<file path="src/rtl/riscv_pkg.sv">
// Shared definitions for the execute-stage units.
// Holds the M-extension op codes, ALU controls and controller states.
package riscv_pkg;

  localparam int XLEN = 32;

  typedef enum logic [1:0] {
    MD_MUL   = 2'b00,
    MD_MULHU = 2'b01,
    MD_DIVU  = 2'b10,
    MD_REMU  = 2'b11
  } md_op_e;

  localparam logic [3:0] ALU_ADD = 4'b0000;
  localparam logic [3:0] ALU_SUB = 4'b0001;
  localparam logic [3:0] ALU_AND = 4'b0010;
  localparam logic [3:0] ALU_OR  = 4'b0011;
  localparam logic [3:0] ALU_XOR = 4'b0100;

  typedef enum logic [1:0] {
    MD_IDLE = 2'b00,
    MD_RUN  = 2'b01,
    MD_DONE = 2'b10
  } md_state_e;

  function automatic logic md_is_div(
    input md_op_e op
  );
    return op[1];
  endfunction

endpackage

</file>
<file path="src/rtl/alu.sv">
// Integer ALU shared by the execute stage.
// Purely combinational; zero flags an all-zero result.
module alu
  import riscv_pkg::*;
#(
  parameter int W = 32
) (
  input  logic [W-1:0] a,
  input  logic [W-1:0] b,
  input  logic [3:0]   ctrl,
  output logic [W-1:0] result,
  output logic         zero
);

  always_comb begin
    result = '0;
    unique case (ctrl)
      ALU_ADD: result = a + b;
      ALU_SUB: result = a - b;
      ALU_AND: result = a & b;
      ALU_OR:  result = a | b;
      ALU_XOR: result = a ^ b;
      default: result = '0;
    endcase
  end

  assign zero = (result == '0);

endmodule

</file>
<file path="src/rtl/muldiv_seq.sv">
// Iterative RV32M unsigned mul/div unit.
// One shared ALU step per cycle: shift-add multiply, restoring divide.
module muldiv_seq
  import riscv_pkg::*;
#(
  parameter int XLEN  = 32,
  parameter int CNT_W = 5
) (
  input  logic            clk,
  input  logic            rst_n,
  input  logic            req_valid,
  output logic            req_ready,
  input  logic [1:0]      req_op,
  input  logic [XLEN-1:0] req_a,
  input  logic [XLEN-1:0] req_b,
  output logic            resp_valid,
  input  logic            resp_ready,
  output logic [XLEN-1:0] resp_result,
  output logic            busy
);

  md_state_e state_q;
  md_state_e state_nx;

  md_op_e          op_q;
  logic [XLEN-1:0] b_q;
  logic [XLEN-1:0] acc_q;
  logic [XLEN-1:0] sh_q;
  logic [CNT_W-1:0] cnt_q;

  logic            accept;
  logic            div_zero;
  logic            is_div;
  logic            last_step;

  logic [XLEN:0]   t_shift;
  logic            q_bit;
  logic            add_en;
  logic            carry;
  logic [XLEN-1:0] hi_nx;

  logic [XLEN-1:0] alu_a;
  logic [3:0]      alu_ctrl;
  logic [XLEN-1:0] alu_y;
  logic            alu_zero_unused;
  logic [XLEN-1:0] res_mux;

  assign req_ready  = (state_q == MD_IDLE);
  assign busy       = (state_q != MD_IDLE);
  assign resp_valid = (state_q == MD_DONE);

  assign accept   = req_valid && req_ready;
  assign div_zero = req_op[1] && (req_b == '0);
  assign is_div   = md_is_div(op_q);
  assign last_step = (cnt_q == CNT_W'(XLEN - 1));

  // divide: shift the next dividend bit into the remainder
  assign t_shift = {acc_q, sh_q[XLEN-1]};
  assign q_bit   = (t_shift >= {1'b0, b_q});

  // multiply: add b into hi when the current multiplier bit is set
  assign add_en = sh_q[0];
  assign carry  = add_en && (alu_y < acc_q);
  assign hi_nx  = add_en ? alu_y : acc_q;

  always_comb begin
    alu_a    = acc_q;
    alu_ctrl = ALU_ADD;
    if (state_q == MD_RUN && is_div) begin
      alu_a    = t_shift[XLEN-1:0];
      alu_ctrl = ALU_SUB;
    end
  end

  alu #(
    .W(XLEN)
  ) u_alu (
    .a      (alu_a),
    .b      (b_q),
    .ctrl   (alu_ctrl),
    .result (alu_y),
    .zero   (alu_zero_unused)
  );

  always_ff @(posedge clk) begin
    if (!rst_n) begin
      state_q <= MD_IDLE;
    end else begin
      state_q <= state_nx;
    end
  end

  always_comb begin
    state_nx = state_q;
    unique case (state_q)
      MD_IDLE: begin
        if (accept) begin
          state_nx = div_zero ? MD_DONE : MD_RUN;
        end
      end
      MD_RUN: begin
        if (last_step) begin
          state_nx = MD_DONE;
        end
      end
      MD_DONE: begin
        if (resp_ready) begin
          state_nx = MD_IDLE;
        end
      end
      default: state_nx = MD_IDLE;
    endcase
  end

  always_ff @(posedge clk) begin
    if (!rst_n) begin
      op_q  <= MD_MUL;
      b_q   <= '0;
      acc_q <= '0;
      sh_q  <= '0;
      cnt_q <= '0;
    end else if (accept) begin
      op_q  <= md_op_e'(req_op);
      b_q   <= req_b;
      cnt_q <= '0;
      if (div_zero) begin
        // rem = a, quo = all ones
        acc_q <= req_a;
        sh_q  <= '1;
      end else begin
        acc_q <= '0;
        sh_q  <= req_a;
      end
    end else if (state_q == MD_RUN) begin
      cnt_q <= cnt_q + 1'b1;
      if (is_div) begin
        acc_q <= q_bit ? alu_y : t_shift[XLEN-1:0];
        sh_q  <= {sh_q[XLEN-2:0], q_bit};
      end else begin
        acc_q <= {carry, hi_nx[XLEN-1:1]};
        sh_q  <= {hi_nx[0], sh_q[XLEN-1:1]};
      end
    end
  end

  always_comb begin
    res_mux = '0;
    unique case (op_q)
      MD_MUL:   res_mux = sh_q;
      MD_MULHU: res_mux = acc_q;
      MD_DIVU:  res_mux = sh_q;
      MD_REMU:  res_mux = acc_q;
      default:  res_mux = '0;
    endcase
  end

  assign resp_result = resp_valid ? res_mux : '0;

endmodule

</file>
<file path="config.mk">
export PLATFORM = sky130hd
export DESIGN_NAME = muldiv_seq
export DESIGN_NICKNAME = d
export VERILOG_FILES = /design/src/rtl/riscv_pkg.sv /design/src/rtl/alu.sv /design/src/rtl/muldiv_seq.sv
export SDC_FILE = /design/constraint.sdc
export NUM_CORES = 1
export LEC_CHECK = 0
export ABC_AREA = 1
export CAP_MARGIN = 20
export CORE_UTILIZATION = 64
export DETAILED_ROUTE_END_ITERATION = 10
export PLACE_DENSITY = 0.88
export SKIP_LAST_GASP = 1
export SLEW_MARGIN = 20
export SYNTH_ARGS = -nofsm -noshare
export SYNTH_HDL_FRONTEND = slang
export SYNTH_SLANG_ARGS = --single-unit
</file>
<file path="constraint.sdc">
create_clock -name clk -period 6.2 [get_ports clk]
set_clock_uncertainty 0.1 [all_clocks]
set_input_delay 1.24 -clock clk [delete_from_list [all_inputs] [get_ports clk]]
set_output_delay 1.24 -clock clk [all_outputs]
set_load 0.005 [all_outputs]
</file>
# Yosys cells after proc, flatten, opt, wreduce, memory -nomap -nowiden
# Index checks and enable logic that the tools add are counted.
classes:
  add_sub_neg: 3
  n_mul: 0
  div_mod_pow: 0
  magnitude_cmp: 2
  eq_ne: 13
  shift: 0
  n_mux: 20
  bitwise: 4
  reduce_logical: 14
ops:
  columns: ["operator", "count"]
  rows:
  - ["two-way mux 32 bit", 12]
  - ["case mux 32 bit (5 select lines)", 1]
  - ["case mux 32 bit (2 select lines)", 1]
  - [">= comparator 33 x 32 -> 1 bit", 1]
  - ["adder 32 bit", 1]
  - ["AND 32 bit", 1]
  - ["logical NOT 32 bit", 1]
  - ["< comparator 32 bit", 1]
  - ["OR 32 bit", 1]
  - ["subtractor 32 bit", 1]
  - ["bitwise XOR 32 bit", 1]
  - ["two-way mux 2 bit", 4]
  - ["== test 2 bit, second input constant", 3]
  - ["case mux 2 bit (3 select lines)", 1]
  - ["OR reduction 2 bit", 3]
  - ["adder 5 x 1 -> 5 bit, second input constant", 1]
  - ["== test 5 bit, second input constant", 1]
  - ["== test 1 x 2 -> 1 bit, second input constant", 2]
  - ["== test 2 x 1 -> 1 bit, second input constant", 2]
  - ["logical AND 1 bit", 4]
  - ["logical NOT 2 bit", 2]
  - ["logical NOT 4 bit", 1]
  - ["!= test 2 x 1 -> 1 bit, second input constant", 2]
  - ["nonzero test 2 bit", 2]
  - ["other kinds (6)", 6]
totals:
  ff_bits: 105
  latchBits: 0
  ramBits: 0
  mem_bits_ro: 0
  out_inout_bits: 35
  memories: 0

# Longest topological paths before layout
# Gate-level depths: netlist of the first run.
depth:
  ltp_word: 10
  depth_mapped: 34

# Hierarchy
# From an unflattened synthesis of the first run, not the netlist that was laid out.
hier_totals:
  cells_unflattened: 2339
  area_unflattened_um2: 13561.8
by_module_without_submodules:
  columns: ["mod", "n_inst", "cells_each", "area_each_um2", "seq_area_each_um2"]
  rows:
  - ["muldiv_seq", 1, 1338, 8251.7, 2102.0]
  - ["alu", 1, 1001, 5310.1, 0.0]

# Worst setup path before layout of the first run
# Ideal clock, no wire load.
synth_path:
  kind: "register -> register"
  start: "register b_q[0]"
  end: "register acc_q[31]"
  setup_ns: 0.132
  t_arrival_ns: 3.676
  required_time_ns: 5.968
  slack_ns: 2.292
  stages_incl_launch_ff: 34
  period_less_slack_ns: 3.908
  path_cell_list: "dfxtp_1 inv_1 ha_1 nand3_1 nor2_1 nand3_1 nor4_2 nand2_1 nand2_1 o21ai_2 inv_1 o21ai_0 xor2_1 ha_1 nand2_1 inv_1 nand2_1 inv_1 nand2_1 inv_1 a21oi_1 nand2_1 nand2_1 nand2_1 ha_1 nand2_1 nor2_1 nand2_1 a21oi_1 nor2_1 nand4_1 nand4_1 nand2_1 a21oi_1"
synth_via:
  elab_chain_cells: 7
  elab_cells_between_ends: 13
  classes_between: "add/sub: 2; order compare: 2; mux: 5; bitwise: 3; reduce/logical: 1"
synth_rtl:
  columns: ["item", "line_no", "source"]
  rows:
  - ["start, declared", "muldiv_seq.sv:26", "logic [XLEN-1:0] b_q;"]
  - ["start signal, assigned", "muldiv_seq.sv:124", "b_q <= req_b;"]
  - ["subtractor 32 bit, or another cell as far along", "alu.sv:19", "ALU_SUB: result = a - b;"]
  - ["case mux 32 bit (5 select lines)", "alu.sv:17", "unique case (ctrl)"]
  - ["< comparator 32 bit", "muldiv_seq.sv:63", "assign carry = add_en && (alu_y < acc_q);"]
  - ["logical AND 1 bit", "muldiv_seq.sv:63", null]
  - ["two-way mux 32 bit *", "muldiv_seq.sv:136", "if (is_div) begin"]
  - ["two-way mux 32 bit *", "muldiv_seq.sv:134", "end else if (state_q == MD_RUN) begin"]
  - ["two-way mux 32 bit *", "muldiv_seq.sv:122", "end else if (accept) begin"]
  - ["end signal, assigned", "muldiv_seq.sv:128", "acc_q <= req_a;"]
  - ["end signal, assigned", "muldiv_seq.sv:137", "acc_q <= q_bit ? alu_y : t_shift[XLEN-1:0];"]
  - ["end signal, assigned", "muldiv_seq.sv:140", "acc_q <= {carry, hi_nx[XLEN-1:1]};"]
  - ["end, declared", "muldiv_seq.sv:27", "logic [XLEN-1:0] acc_q;"]
# Mark *: on every way between the ends. The rest lies on a longest branch, timed or not. The select of a mux whose other input is x is not followed.
# A chain may end at the register's enable or synchronous reset.

# Worst setup path in the final report of the first run
layout_path:
  start: "register b_q[1]"
  end: "register acc_q[31]"
# Same word-level chain as after synthesis.

==> flow_summary.toml, run 1 <==
[run_status]
status = "finished clean"

[yosys]
synth_flop_cell = "dfxtp_1"
synthDistinctLibCells = 49
synth_async_sr_flop_share = 0
synth_edf_count = 0
synth_top_area_frac = 0.187
syn_inst = 1998
synth.avg_cell_area_sq_um = 5.68
synth_seq_cells = 105
synth_common_cells = "nand2_1 (565), inv_1 (267), a21oi_1 (224)"
syn_area_sq_um = 11300
syn_nets = 2166
yosysSeqAreaShare = 0.185
synthTopCellsByArea = "nand2_1 (19%), dfxtp_1 (19%), ha_1 (11%), a21oi_1 (9.9%), o21ai_0 (9.0%)"
ys_warn_count = 0
synth_area_leader_cell = "nand2_1"
yosysMostFrequentCell = "nand2_1"

[route]
postRouteAntennaNets = 0
wl_per_cell_um = 17.1
via_per_inst = 6.00
finalWirelength_mm = 38.9
first_pass_iters = 6
post-route-drc-count = 0
vias = 13600
drtIter0Drc = 2075

[job]
drv_cap = 0

[clock_tree]
hold_buffers = 0
cts_made_buffers = 9
cts_tree = "built"
clock_latency_ps = 370
cts_resized = 0
cts_sinks = 105
cts_root_buf = "clkbuf_16"
max-clock-path-buffers = 2
htree_levels = 3
post-cts-setup-buffers = 0
clkTransAtPathRegs_ps = 90

[sta]
rsz0062_at_grt = "no"
fin_tns_setup_ps = 0
finalHoldViolCount = 0
setup_viol = 0
fmax_ghz = 0.201
fin_crit_ps = 4970
worstMarginPinSlew_ps = 1030
maxSlewViolCount = 0
whs_ps = 391
relSlewSlack = 0.317
period_share = 0.802

[cells_and_area]
drive_gt1_frac = 0.0313
fin_nets = 2207
syn_to_final_growth_pct = 12.1
n_antenna_cell = 0

[critical_path]
slowest_stage = "ha_1"
critPathRequiredTime_ps = 6310
critical_path_class = "flip-flop to flip-flop"
endpoint_kind = "flip-flop"
cp-start-kind = "flip-flop"
slowest_delay_ps = 380
cp_max_fo = 5
cp.arrival_ps = 5090
cpMostUsedCell = "nand2_1"

[die]
std_cell_rows = 48
core_sq_um = 17300
fp.dieH_um = 135
die_w_um = 135
initial_core_util = 0.656
die_area_sq_um = 18300
num_io_pins = 105

[power_and_ir_drop]
seqPwrFrac = 0.263
switching_share = 0.492
intPower_w = 0.00166
combPwrFrac = 0.548
p_sw_w = 0.00160
power_frac_clock = 0.189
power_density_nw_per_um2 = 256
p_leak_nw = 6.10
ir_drop_mv = 0.185

[placed_design]
hpwl_mm = 29.5
gp_congestion = 1.01
portBuffers = 104

[hold_path]
hold_class = "flip-flop to flip-flop"

[global_route]
grt_max_degree = 72
grt_use_total = 0.426
grt_pass1_vias = 11900
antenna_found_initial = 0
grt_pass1_wl_mm = 61.2
grt-ovfl-total = 0
## cells in the final DEF (no fill, tap or decap), types with 8 or more instances in the layout
cell type,instances
xor2_1,34
dfxtp_1,103
o21ai_1,18
a21oi_2,8
nor4_1,9
nand3_1,107
clkbuf_16,9
clkdlybuf4s50_1,104
o21ai_0,205
nor2_1,183
nand2_1,565
nor3_1,16
inv_1,267
buf_4,10
nand4_1,14
ha_1,97
a21oi_1,224
## registers in the layout, indices dropped and copies added (netlist names)
register	cells
b_q	32
acc_q	32
state_q	2
cnt_q	5
op_q	2
sh_q	32
## final timing paths
| kind | slack [ps] | endpoint | start | cells past startpoint |
|---|---|---|---|---|
| max | 1230 | acc_q[31] | b_q[1] | 31 |
| min | 390 | cnt_q[4] | cnt_q[4] | 2 |
| max reg2reg | 1230 | acc_q[31] | b_q[1] | 31 |
| min reg2reg | 390 | cnt_q[4] | cnt_q[4] | 2 |
## kinds of logic after synthesis
| family | Yosys count | synth area share |
|---|---|---|
| compound gates | 474 | 0.216 |
| xor+xnor | 37 | 0.0286 |
| fa+ha+maj | 98 | 0.109 |
| buf+inv | 359 | 0.123 |
| flops | 105 | 0.185 |
| simple gates | 925 | 0.338 |
## power groups by stage
stage | combinational, W | sequential (W) | clock [W]
floorplan | 0.00129 | 0.000820 | 0
global placement | 0.00167 | 0.000863 | 0
detailed placement | 0.00171 | 0.000865 | 0
CTS | 0.00173 | 0.000850 | 0.000609
global route | 0.00198 | 0.000865 | 0.000632
finish | 0.00179 | 0.000858 | 0.000616
## per-stage QoR
stage | worst slack [ps] | power, W | instance area, sq um | std cells | utilization
6_report | 1230 | 0.00326 | 12700 | 2269 | 0.735
5_1_grt | 672 | 0.00348 | 12700 | 2269 | 0.735
4_1_cts | 1370 | 0.00319 | 12700 | 2269 | 0.735
3_5_place_dp | 1400 | 0.00258 | 12400 | 2253 | 0.718
3_3_place_gp | 1440 | 0.00254 | 12400 | 2253 | 0.718
2_1_floorplan | 2290 | 0.00211 | 11300 | 1998 | -
## area by class of cell
cell class	instances	area [sq um]
flip-flops and latches	105	2100
well taps	225	282
fillers	1545	4580
clock buffers	10	229
inverters	274	1040
clock inverters	6	67.6
repair buffers	115	1140
multi-input cells	1534	7860
## routing by layer
| layer | up-vias | global-route usage | wire length [um] |
|---|---|---|---|
| li1 | 6530 | - | - |
| met1 | 6103 | 0.617 | 16500 |
| met2 | 921 | 0.638 | 16200 |
| met3 | 70 | 0.0845 | 5420 |
| met4 | 0 | 0.112 | 806 |
| met5 | - | 0 | 0 |
## worst max-delay path, delay by kind of cell, from the launching register on
family | cells | cell delay, ps
flops | 1 | 340
simple gates | 20 | 2760
buf+inv | 4 | 320
xor+xnor | 1 | 110
compound gates | 3 | 340
fa+ha+maj | 3 | 830
No activity file was read; power rests on OpenSTA's default activity.
==> run 2: changes to the inputs <==
--- a/config.mk
+++ b/config.mk
@@ -7,9 +7,9 @@
 export LEC_CHECK = 0
 export ABC_AREA = 1
 export CAP_MARGIN = 20
-export CORE_UTILIZATION = 64
+export CORE_UTILIZATION = 60
 export DETAILED_ROUTE_END_ITERATION = 10
-export PLACE_DENSITY = 0.88
+export PLACE_DENSITY = 0.83
 export SKIP_LAST_GASP = 1
 export SLEW_MARGIN = 20
 export SYNTH_ARGS = -nofsm -noshare
==> constraint.sdc (replaced) <==
create_clock -name clk -period 4.94 [get_ports clk]
set_clock_uncertainty 0.1 [all_clocks]
set_input_delay 0.988 -clock clk [delete_from_list [all_inputs] [get_ports clk]]
set_output_delay 0.988 -clock clk [all_outputs]
set_load 0.005 [all_outputs]
==> run 2 against run 1 <==
  * Power rose by 27%
  * Utilization shrank 2.9 points
  * Count of clock-buffer cells in the layout is the same
  * Combinational power is 28% higher
  * Clock power increased by 25%
  * Maximum frequency is 6.5% higher
==> flow_summary.toml, run 2 (synthesis results as in run 1) <==
[sta]
maxSlewViolCount = 0
relSlewSlack = 0.341
fmax_ghz = 0.214
setup_viol = 0
worstMarginPinSlew_ps = 988
finalHoldViolCount = 0
fin_tns_setup_ps = 0
period_share = 0.946
fin_crit_ps = 4670

[clock_tree]
cts_tree = "built"
cts_sinks = 105
max-clock-path-buffers = 2
clock_latency_ps = 370
cts_root_buf = "clkbuf_16"
htree_levels = 3
clkTransAtPathRegs_ps = 90
hold_buffers = 0
cts_made_buffers = 9

[power_and_ir_drop]
seqPwrFrac = 0.258
combPwrFrac = 0.556
p_sw_w = 0.00204
power_frac_clock = 0.186
intPower_w = 0.00210
switching_share = 0.493
ir_drop_mv = 0.181
power_density_nw_per_um2 = 321
p_leak_nw = 6.15

[die]
std_cell_rows = 49
initial_core_util = 0.621
fp.dieH_um = 140
core_sq_um = 18300
num_io_pins = 105
die_area_sq_um = 19500
die_w_um = 140

[critical_path]
slowest_stage = "ha_1"
cp_max_fo = 5
rrSetupSlack_ps = 270
cpMostUsedCell = "nand2_1"
critical_path_class = "flip-flop to flip-flop"
slowest_delay_ps = 400
cp-start-kind = "flip-flop"
cp.arrival_ps = 4800
critPathRequiredTime_ps = 5070
endpoint_kind = "flip-flop"

[cells_and_area]
final_common_cell = "nand2_1"
fin_util = 0.707
fillers = 1703
syn_to_final_growth_pct = 13.7
top_regs = "acc_q (32), b_q (32), sh_q (32)"
drive_gt1_frac = 0.0481
fin_nets = 2220
final_cell_mix = "nand2_1 (558), inv_1 (266), a21oi_1 (220), o21ai_0 (205), nor2_1 (179)"
n_antenna_cell = 0

[global_route]
grt_pass1_vias = 11800
grt_max_degree = 95
antenna_found_initial = 0
grt_pass1_wl_mm = 61.3
grt_use_total = 0.398
grt-ovfl-total = 0

[placed_design]
hpwl_mm = 29.8
portBuffers = 104
gp_congestion = 0.971

[route]
via_per_inst = 5.88
vias = 13500
post-route-drc-count = 0
first_pass_iters = 7
postRouteAntennaNets = 0
finalWirelength_mm = 39.3
drtIter0Drc = 1702
wl_per_cell_um = 17.2

[run_status]
status = "finished clean"

[job]
drv_cap = 0

[hold_path]
hold_class = "flip-flop to flip-flop"
run 2: per-stage QoR:
stage	setup slack (ps)	hold slack (ps)	cell area (sq um)	instances	total power (W)
3_5_place_dp	280	378	12500	2262	0.00326
6_report	266	390	12900	2286	0.00414
4_1_cts	250	391	12700	2278	0.00402
2_1_floorplan	1030	350	11300	1998	0.00265
5_1_grt	-59.0	421	12900	2286	0.00444
3_3_place_gp	381	357	12500	2262	0.00322
run 2: power groups by stage:
stage | registers (W) | logic [W] | clock network [W]
after CTS | 0.00106 | 0.00219 | 0.000769
after floorplan | 0.00103 | 0.00162 | 0
after global routing | 0.00108 | 0.00255 | 0.000807
after global placement | 0.00108 | 0.00214 | 0
final | 0.00107 | 0.00230 | 0.000771
after detailed placement | 0.00108 | 0.00218 | 0
run 2: layout make-up:
type	instances	area (sq um)	area share
Clock buffer	10	229	0.0177
Clock inverter	6	65.1	0.00504
Inverter	274	1040	0.0805
Multi-Input combinational cell	1534	7960	0.617
Sequential cell	105	2100	0.163
Tap cell	229	287	0.0222
Timing Repair Buffer	127	1220	0.0943
Timing Repair inverter	1	7.51	0.000582
run 2: what timing repair did:
item	in CTS	in global routing
hold endpoints to repair	0	0
setup buffers	0	7
setup endpoints to repair	0	1
resized for setup	0	28
run 2: critical path: cells and delay by family (launching register included):
family,cells,cell delay [ps]
flip-flops,1,340
adder cells (fa/ha/maj),3,850
XOR/XNOR,1,160
buffers and inverters,3,260
AO/OA/AOI/OAI,3,270
AND/OR/NAND/NOR,20,2560
run 2: worst paths after layout:
check	start	to	cells after the start
worst max register to register	b_q[1]	acc_q[31]	30
worst min-delay path	cnt_q[4]	cnt_q[4]	2
worst max-delay path	b_q[1]	acc_q[31]	30
worst min register to register	cnt_q[4]	cnt_q[4]	2
run 2: layer usage:
metal  vias to the layer above  track usage  wire length (um)  share of wire
li1                       6559            -                 -              -
met1                      6043        0.585             17600           0.45
met5                         -            0                 0              0
met4                         0        0.128              1230          0.031
met2                       762        0.571             15700           0.40
met3                        88       0.0850              4810           0.12
==> run 3: changes to the inputs <==
--- a/config.mk
+++ b/config.mk
@@ -6,7 +6,6 @@
 export NUM_CORES = 1
 export LEC_CHECK = 0
 export ABC_AREA = 1
-export CAP_MARGIN = 20
 export CORE_UTILIZATION = 60
 export DETAILED_ROUTE_END_ITERATION = 10
 export PLACE_DENSITY = 0.83
==> results of run 3 <==
Same layout as run 2: the final DEF is identical, and so are final timing and power.
